$ cat config.mk
export PLATFORM = sky130hd
export DESIGN_NAME = video_timing_gen_flat
export DESIGN_NICKNAME = d
export VERILOG_FILES = /design/src/rtl/video_timing_pkg.sv /design/src/rtl/video_timing_gen_if.sv /design/src/rtl/video_ce_div.sv /design/src/rtl/video_timing_gen.sv /design/src/flat_wrapper.sv
export SDC_FILE = /design/constraint.sdc
export NUM_CORES = 1
export LEC_CHECK = 0
export ABC_AREA = 1
export BUFFER_PORTS_ARGS = -buffer_cell sky130_fd_sc_hd__buf_2
export CAP_MARGIN = 20
export CORE_ASPECT_RATIO = 0.75
export CORE_MARGIN = 4
export CORE_UTILIZATION = 56
export CTS_CLUSTER_DIAMETER = 120
export DETAILED_ROUTE_END_ITERATION = 16
export GPL_ROUTABILITY_DRIVEN = 0
export PLACE_DENSITY = 0.86
export SETUP_SLACK_MARGIN = 0.05
export SLEW_MARGIN = 0
export SYNTH_ARGS = -nofsm -noshare
export SYNTH_HDL_FRONTEND = slang
export SYNTH_SLANG_ARGS = --single-unit
export TNS_END_PERCENT = 20
$ cat constraint.sdc
create_clock -name clk_sys -period 3.2 [get_ports clk_sys]
set_input_delay 0 -clock clk_sys [delete_from_list [all_inputs] [get_ports clk_sys]]
set_output_delay 0 -clock clk_sys [all_outputs]
set_load 0.03 [all_outputs]
$ cat src/rtl/video_timing_pkg.sv
// Shared types and helpers for the video timing generator.
// Mode encoding and per-mode line counts live here.
package video_timing_pkg;

    typedef struct packed {
        logic scandouble;
        logic pal;
    } mode_t;

    function automatic int v_total(mode_t m, int total_n, int total_p);
        return m.pal ? total_p : total_n;
    endfunction

    function automatic int v_active(mode_t m, int active_n, int active_p);
        return m.pal ? active_p : active_n;
    endfunction

    // Terminal divider count (D-1) for a given mode.
    function automatic int ce_last(mode_t m, int ce_div);
        return (m.scandouble ? ce_div / 2 : ce_div) - 1;
    endfunction

    function automatic bit ce_div_ok(int ce_div);
        return (ce_div >= 2) && ((ce_div % 2) == 0);
    endfunction

endpackage

$ cat src/rtl/video_timing_gen_if.sv
// Mode inputs and raster/sync outputs of the video timing generator.
// The generator takes the master side, video consumers the slave side.
interface video_timing_gen_if #(
    parameter int HW = 10,
    parameter int VW = 10
);
    import video_timing_pkg::*;

    logic          pal;
    logic          scandouble;
    logic          ce_pix;
    logic [HW-1:0] hcount;
    logic [VW-1:0] vcount;
    logic          line_rep;
    logic          HBlank;
    logic          VBlank;
    logic          HSync;
    logic          VSync;
    logic          frame_start;
    mode_t         mode;

    modport master (
        input  pal,
        input  scandouble,
        output ce_pix,
        output hcount,
        output vcount,
        output line_rep,
        output HBlank,
        output VBlank,
        output HSync,
        output VSync,
        output frame_start,
        output mode
    );

    modport slave (
        output pal,
        output scandouble,
        input  ce_pix,
        input  hcount,
        input  vcount,
        input  line_rep,
        input  HBlank,
        input  VBlank,
        input  HSync,
        input  VSync,
        input  frame_start,
        input  mode
    );

endinterface

$ cat src/rtl/video_ce_div.sv
// Pixel clock-enable divider: counts 0..last and flags the terminal count.
// The flag is registered so it sits in the same cycle as cnt_q == last.
module video_ce_div #(
    parameter int CW = 2
) (
    input  logic          clk_sys,
    input  logic          reset,
    input  logic          restart,
    input  logic [CW-1:0] last,
    input  logic [CW-1:0] last_nxt,
    output logic          ce_nxt,
    output logic          ce_pix
);

    logic [CW-1:0] cnt_q;
    logic [CW-1:0] cnt_d;
    logic          ce_pix_q;
    logic          ce_pix_d;

    // last_nxt is the terminal count of the mode in force after this edge,
    // so the enable lines up with the new rate straight after a reload.
    always_comb begin
        cnt_d = cnt_q + CW'(1);
        if (reset || restart || (cnt_q >= last)) begin
            cnt_d = '0;
        end
        ce_pix_d = !reset && (cnt_d == last_nxt);
    end

    always_ff @(posedge clk_sys) begin
        cnt_q    <= cnt_d;
        ce_pix_q <= ce_pix_d;
    end

    assign ce_nxt = ce_pix_d;
    assign ce_pix = ce_pix_q;

endmodule

$ cat src/rtl/video_timing_gen.sv
// Raster counters, blank/sync decode and frame-boundary mode latch.
// Flags are decoded from next-state counters so they track the counters.
module video_timing_gen
    import video_timing_pkg::*;
#(
    parameter int HW         = 10,
    parameter int VW         = 10,
    parameter int CE_DIV     = 4,
    parameter int H_ACTIVE   = 320,
    parameter int H_FP       = 16,
    parameter int H_SYNC     = 32,
    parameter int H_TOTAL    = 400,
    parameter int V_ACTIVE_N = 240,
    parameter int V_TOTAL_N  = 262,
    parameter int V_ACTIVE_P = 288,
    parameter int V_TOTAL_P  = 312,
    parameter int V_FP       = 3,
    parameter int V_SYNC     = 3
) (
    input logic               clk_sys,
    input logic               reset,
    video_timing_gen_if.master vid
);

    localparam int CW = (CE_DIV > 2) ? $clog2(CE_DIV) : 1;

    localparam logic [HW-1:0] H_LAST = HW'(H_TOTAL - 1);
    localparam logic [HW-1:0] H_ACT  = HW'(H_ACTIVE);
    localparam logic [HW-1:0] HS_ON  = HW'(H_ACTIVE + H_FP);
    localparam logic [HW-1:0] HS_OFF = HW'(H_ACTIVE + H_FP + H_SYNC);

    if (!ce_div_ok(CE_DIV)) begin : g_bad_ce_div
        $error("CE_DIV must be even and at least 2");
    end
    if (H_ACTIVE + H_FP + H_SYNC > H_TOTAL) begin : g_bad_h
        $error("horizontal active+porch+sync exceeds H_TOTAL");
    end
    if (V_ACTIVE_N + V_FP + V_SYNC > V_TOTAL_N) begin : g_bad_vn
        $error("NTSC active+porch+sync exceeds V_TOTAL_N");
    end
    if (V_ACTIVE_P + V_FP + V_SYNC > V_TOTAL_P) begin : g_bad_vp
        $error("PAL active+porch+sync exceeds V_TOTAL_P");
    end
    if (H_TOTAL >= (1 << HW)) begin : g_bad_hw
        $error("H_TOTAL does not fit in HW bits");
    end
    if (V_TOTAL_P >= (1 << VW)) begin : g_bad_vw
        $error("V_TOTAL_P does not fit in VW bits");
    end

    mode_t         mode_q, mode_d, mode_in;
    logic [HW-1:0] hcount_q, hcount_d;
    logic [VW-1:0] vcount_q, vcount_d;
    logic          line_rep_q, line_rep_d;
    logic          hblank_q, hblank_d;
    logic          hsync_q, hsync_d;
    logic          vblank_q, vblank_d;
    logic          vsync_q, vsync_d;
    logic          frame_start_q, frame_start_d;

    logic [VW-1:0] v_last_q, v_last_d;
    logic [VW-1:0] v_act_d;
    logic [CW-1:0] ce_last_q, ce_last_d;
    logic          h_wrap;
    logic          v_inc;
    logic          frame_wrap;
    logic          ce_pix;
    logic          ce_nxt;

    always_comb begin
        mode_in.scandouble = vid.scandouble;
        mode_in.pal        = vid.pal;

        v_last_q  = VW'(v_total(mode_q, V_TOTAL_N, V_TOTAL_P) - 1);
        ce_last_q = CW'(ce_last(mode_q, CE_DIV));

        // In scandouble a source line ends only after its repeat copy.
        h_wrap     = (hcount_q == H_LAST);
        v_inc      = h_wrap && (!mode_q.scandouble || line_rep_q);
        frame_wrap = ce_pix && v_inc && (vcount_q == v_last_q);

        mode_d     = mode_q;
        hcount_d   = hcount_q;
        vcount_d   = vcount_q;
        line_rep_d = line_rep_q;

        if (reset) begin
            mode_d     = mode_in;
            hcount_d   = '0;
            vcount_d   = '0;
            line_rep_d = 1'b0;
        end else if (ce_pix) begin
            if (frame_wrap) begin
                mode_d = mode_in;
            end
            hcount_d = h_wrap ? '0 : hcount_q + HW'(1);
            if (h_wrap) begin
                line_rep_d = mode_q.scandouble && !line_rep_q;
            end
            if (v_inc) begin
                vcount_d = (vcount_q == v_last_q) ? '0 : vcount_q + VW'(1);
            end
        end

        v_last_d  = VW'(v_total(mode_d, V_TOTAL_N, V_TOTAL_P) - 1);
        v_act_d   = VW'(v_active(mode_d, V_ACTIVE_N, V_ACTIVE_P));
        ce_last_d = CW'(ce_last(mode_d, CE_DIV));
    end

    video_ce_div #(
        .CW(CW)
    ) u_ce_div (
        .clk_sys  (clk_sys),
        .reset    (reset),
        .restart  (frame_wrap),
        .last     (ce_last_q),
        .last_nxt (ce_last_d),
        .ce_nxt   (ce_nxt),
        .ce_pix   (ce_pix)
    );

    always_comb begin
        hblank_d = (hcount_d >= H_ACT);
        hsync_d  = (hcount_d >= HS_ON) && (hcount_d < HS_OFF);
        vblank_d = (vcount_d >= v_act_d);
        vsync_d  = (vcount_d >= v_act_d + VW'(V_FP)) &&
                   (vcount_d <  v_act_d + VW'(V_FP + V_SYNC));
        // Marks the enable that wraps the raster back to (0,0).
        frame_start_d = ce_nxt &&
                        (hcount_d == H_LAST) &&
                        (vcount_d == v_last_d) &&
                        (line_rep_d || !mode_d.scandouble);
    end

    always_ff @(posedge clk_sys) begin
        mode_q        <= mode_d;
        hcount_q      <= hcount_d;
        vcount_q      <= vcount_d;
        line_rep_q    <= line_rep_d;
        hblank_q      <= hblank_d;
        hsync_q       <= hsync_d;
        vblank_q      <= vblank_d;
        vsync_q       <= vsync_d;
        frame_start_q <= frame_start_d;
    end

    assign vid.ce_pix      = ce_pix;
    assign vid.hcount      = hcount_q;
    assign vid.vcount      = vcount_q;
    assign vid.line_rep    = line_rep_q;
    assign vid.HBlank      = hblank_q;
    assign vid.VBlank      = vblank_q;
    assign vid.HSync       = hsync_q;
    assign vid.VSync       = vsync_q;
    assign vid.frame_start = frame_start_q;
    assign vid.mode        = mode_q;

endmodule

$ cat src/flat_wrapper.sv
// flat-port wrapper written by rule: the top's interface ports become plain ports
module video_timing_gen_flat import video_timing_pkg::*;
#(
    parameter int HW         = 10,
    parameter int VW         = 10,
    parameter int CE_DIV     = 4,
    parameter int H_ACTIVE   = 320,
    parameter int H_FP       = 16,
    parameter int H_SYNC     = 32,
    parameter int H_TOTAL    = 400,
    parameter int V_ACTIVE_N = 240,
    parameter int V_TOTAL_N  = 262,
    parameter int V_ACTIVE_P = 288,
    parameter int V_TOTAL_P  = 312,
    parameter int V_FP       = 3,
    parameter int V_SYNC     = 3
)
  (clk_sys, reset, vid_pal, vid_scandouble, vid_ce_pix, vid_hcount, vid_vcount, vid_line_rep, vid_HBlank, vid_VBlank, vid_HSync, vid_VSync, vid_frame_start, vid_mode);
  video_timing_gen_if #(.HW(HW), .VW(VW)) vid_i ();
  input logic clk_sys;
  input logic reset;
  input wire logic [$bits(vid_i.pal)-1:0] vid_pal;
  input wire logic [$bits(vid_i.scandouble)-1:0] vid_scandouble;
  output wire logic [$bits(vid_i.ce_pix)-1:0] vid_ce_pix;
  output wire logic [$bits(vid_i.hcount)-1:0] vid_hcount;
  output wire logic [$bits(vid_i.vcount)-1:0] vid_vcount;
  output wire logic [$bits(vid_i.line_rep)-1:0] vid_line_rep;
  output wire logic [$bits(vid_i.HBlank)-1:0] vid_HBlank;
  output wire logic [$bits(vid_i.VBlank)-1:0] vid_VBlank;
  output wire logic [$bits(vid_i.HSync)-1:0] vid_HSync;
  output wire logic [$bits(vid_i.VSync)-1:0] vid_VSync;
  output wire logic [$bits(vid_i.frame_start)-1:0] vid_frame_start;
  output wire logic [$bits(vid_i.mode)-1:0] vid_mode;
  assign vid_i.pal = vid_pal;
  assign vid_i.scandouble = vid_scandouble;
  assign vid_ce_pix = vid_i.ce_pix;
  assign vid_hcount = vid_i.hcount;
  assign vid_vcount = vid_i.vcount;
  assign vid_line_rep = vid_i.line_rep;
  assign vid_HBlank = vid_i.HBlank;
  assign vid_VBlank = vid_i.VBlank;
  assign vid_HSync = vid_i.HSync;
  assign vid_VSync = vid_i.VSync;
  assign vid_frame_start = vid_i.frame_start;
  assign vid_mode = vid_i.mode;
  video_timing_gen #(.HW(HW), .VW(VW), .CE_DIV(CE_DIV), .H_ACTIVE(H_ACTIVE), .H_FP(H_FP), .H_SYNC(H_SYNC), .H_TOTAL(H_TOTAL), .V_ACTIVE_N(V_ACTIVE_N), .V_TOTAL_N(V_TOTAL_N), .V_ACTIVE_P(V_ACTIVE_P), .V_TOTAL_P(V_TOTAL_P), .V_FP(V_FP), .V_SYNC(V_SYNC)) u_core (.clk_sys(clk_sys), .reset(reset), .vid(vid_i));
endmodule
==> metrics.txt <==
FF+latch count, synth=31; asr flop ratio synth=0%; Core ar.=3270 µm²; 1st-iter DRT viols=224; CTS sink count=31; wire length after detailed routing=4620 µm; launch point of the worst reg-to-reg path=u_core.vid.hcount[0]; DRC violations left=0; n_diodes=0; layout cells sized above 1=18.7%; Die X-Extent=75.2 µm; Min-Delay Path Class=in -> reg; buffers added on ports=32; clock buffer depth=2; Post-Syn Instances=288; setup TNS=0 ps; R2R depth=18; commonest cells after routing, fill and taps aside=73 x nand2_1, 45 x inv_1, 41 x nor2_1; complex-gate fraction of the synthesized area=4.94%; first-pass GRT wire length=7650 µm; Sequential cell area=621 µm²; Initial Util=58.1%; post-synthesis simple-gate area fraction=44.8%; Syn Area/Cell=6.59 µm²; Max Slew Vio Count=0; # rows=18; Root Driver=clkbuf_8; Critical Path Source Type=flip-flop; GRT overflow=0; commonest non-fill, non-tap cell in the layout=nand2_1; fillers=305; Worst Hold Depth=4; WS Path Type=reg -> reg; Worst-Skew Late Latency=300 ps; maximum VDD drop=0.000271 V; Avg WL per Cell=12.6 µm; HP Start=vid_scandouble; Leakage=1.13 nW; die area=4390 µm²; Tot Pwr=956 µW; crit-path max FO=8; Setup crit end kind=flip-flop; ratio of final minimum period to clock period=87.2%; Die Span Y=58.4 µm; Reg-to-Reg End=u_core.vid.frame_start; Final ANT Viol Nets=0; Mapped Nets=300; YS warnings=0; largest net degree at the start of global routing=15; CTS Buf Count=5; max-cap viol count=0; Worst-Margin Slew=363 ps; area grow syn2layout=14.8%; pwr/cell area=439 nW/µm²; slew margin rel.=75.6%; Tot GR Track Use=23.2%; setup slack after layout=409 ps; post-layout util=66.7%; register-to-register setup slack=410 ps; FMAX=358 MHz; post-synthesis adder-cell area fraction=5.27%; area taken by multi-input logic gates=1060 µm²; EDFF count, synth=0; setup bufs post-CTS=0; Period minus WS final=2790 ps; Seq/Total Area, Yosys=32.7%; Synth Area in XOR/XNOR=0.923%; vias per cell=5.32; routed via count=1948; CP arrival=3030 ps; H-Tree Depth=2; Synth cell types=34; initial antenna violation count=0; first-pass detailed-route iteration total=5; worst path required time=3440 ps; Nets=337; RSZ-0062 raised after global routing=false; vias in the first global route=1701; dpl hpwl=3710 µm; clk_skew=6.10 ps; Finish-stage setup viols=0; Setup Slack @ Placement=437 ps; synthesized area=1900 µm²; CTS tree=yes; post-synthesis mux area share=0%; final hold vios=0; Synth Flop Type=dfxtp_1; largest family of logic cells by synthesized area=simple AND/OR/NAND/NOR gates; Ports=33; status=finished clean; WHS Endpoint=u_core.vid.mode[1]; CTS clk-pin slew, worst paths=70 ps
[what timing repair did]
item / 4_1_cts / 5_1_grt
hold buffers: 1 / 0
hold endpoints to repair: 3 / 0
gates resized for setup: 0 / 0
[Yosys cell counts, types with 3 or more instances]
| cell | count | area, µm² |
|---|---|---|
| nand2_1 | 73 | 274 |
| inv_1 | 45 | 169 |
| nor2_1 | 41 | 154 |
| dfxtp_1 | 31 | 621 |
| nand3_1 | 27 | 135 |
| ha_1 | 8 | 100 |
| o21ai_0 | 7 | 35.0 |
| nand4_1 | 6 | 37.5 |
| inv_2 | 5 | 18.8 |
| nand3_2 | 5 | 50.1 |
| nand3b_1 | 5 | 37.5 |
| nor3_1 | 5 | 25.0 |
| a21oi_1 | 3 | 15.0 |
| nand2_2 | 3 | 18.8 |
| o21ai_1 | 3 | 15.0 |
[area by class of cell]
| class | instances | share of cell area (%) |
|---|---|---|
| timing repair buffer | 33 | 7.81 |
| sequential | 31 | 28.5 |
| multi-input combinational | 203 | 48.7 |
| inverter | 51 | 8.78 |
| clock buffer | 6 | 3.33 |
| tap | 40 | 2.30 |
| clock inverter | 2 | 0.574 |
[worst max-delay path, cell delays in order (launching register included)]
cell and delay [ps]:
dfxtp_1 390, ha_1 230, nand2_2 90, nor2_4 140, nand3_4 140, nor3_1 260, or2_2 170, and3_1 180
inv_1 60, ha_1 330, nor2_1 120, nand2_1 60, nor2_1 100, nand3_1 80, nor2_1 110, nand2_1 50
nor2_1 90, nand2_1 60, nor2_1 90
[worst max-delay path by stage]
stage	from	end	slack, ps
global placement	u_core.vid.hcount[0]	u_core.vid.frame_start	550
global route	u_core.vid.hcount[0]	u_core.vid.frame_start	120
finish	u_core.vid.hcount[0]	u_core.vid.frame_start	410
floorplan	u_core.vid.hcount[0]	u_core.vid.frame_start	500
detailed placement	u_core.vid.hcount[0]	u_core.vid.frame_start	440
CTS	u_core.vid.hcount[0]	u_core.vid.frame_start	420
[stage by stage]
| step | instances | hold slack, ps | instance area (µm²) |
|---|---|---|---|
| 5_1_grt | 366 | 93.2 | 2180 |
| 2_1_floorplan | 288 | 71.6 | 1900 |
| 6_report | 366 | 54.9 | 2180 |
| 3_3_place_gp | 357 | 254 | 2080 |
| 4_1_cts | 366 | 50.9 | 2180 |
| 3_5_place_dp | 357 | 262 | 2080 |
[flip-flops by register name, summed over array words and instances, names as in the netlist]
| register | cells |
|---|---|
| u_core.vid.HSync | 1 |
| u_core.vid.vcount | 10 |
| u_core.vid.HBlank | 1 |
| u_core.vid.VBlank | 1 |
| u_core.u_ce_div.ce_pix | 1 |
| u_core.vid.line_rep | 1 |
| u_core.u_ce_div.cnt_q | 2 |
| u_core.vid.mode | 2 |
| u_core.vid.VSync | 1 |
| u_core.vid.hcount | 10 |
| u_core.vid.frame_start | 1 |
[routing by layer]
| metal | wire, µm | GRT usage [%] |
|---|---|---|
| met1 | 2240 | 33.9 |
| met2 | 1910 | 31.5 |
| met3 | 371 | 7.00 |
| met4 | 102 | 9.48 |
| met5 | 0 | 0 |
[power by group]
group | total (mW) | leakage, nW | internal [mW] | switching, mW
Sequential | 0.448 | 0.251 | 0.415 | 0.0333
Combinational | 0.201 | 0.839 | 0.0667 | 0.135
Clock | 0.306 | 0.0412 | 0.152 | 0.155
Total | 0.956 | 1.13 | 0.633 | 0.323
[cells by family (layout without fill, tap and decap cells)]
| group | count (synthesis) | after routing |
|---|---|---|
| AND/OR/NAND/NOR | 176 | 176 |
| buffers and inverters | 54 | 92 |
| flip-flops | 31 | 31 |
| AO/OA/AOI/OAI | 17 | 17 |
| adder cells (fa/ha/maj) | 8 | 8 |
| XOR/XNOR | 2 | 2 |
No activity file was read; power rests on OpenSTA's default activity.
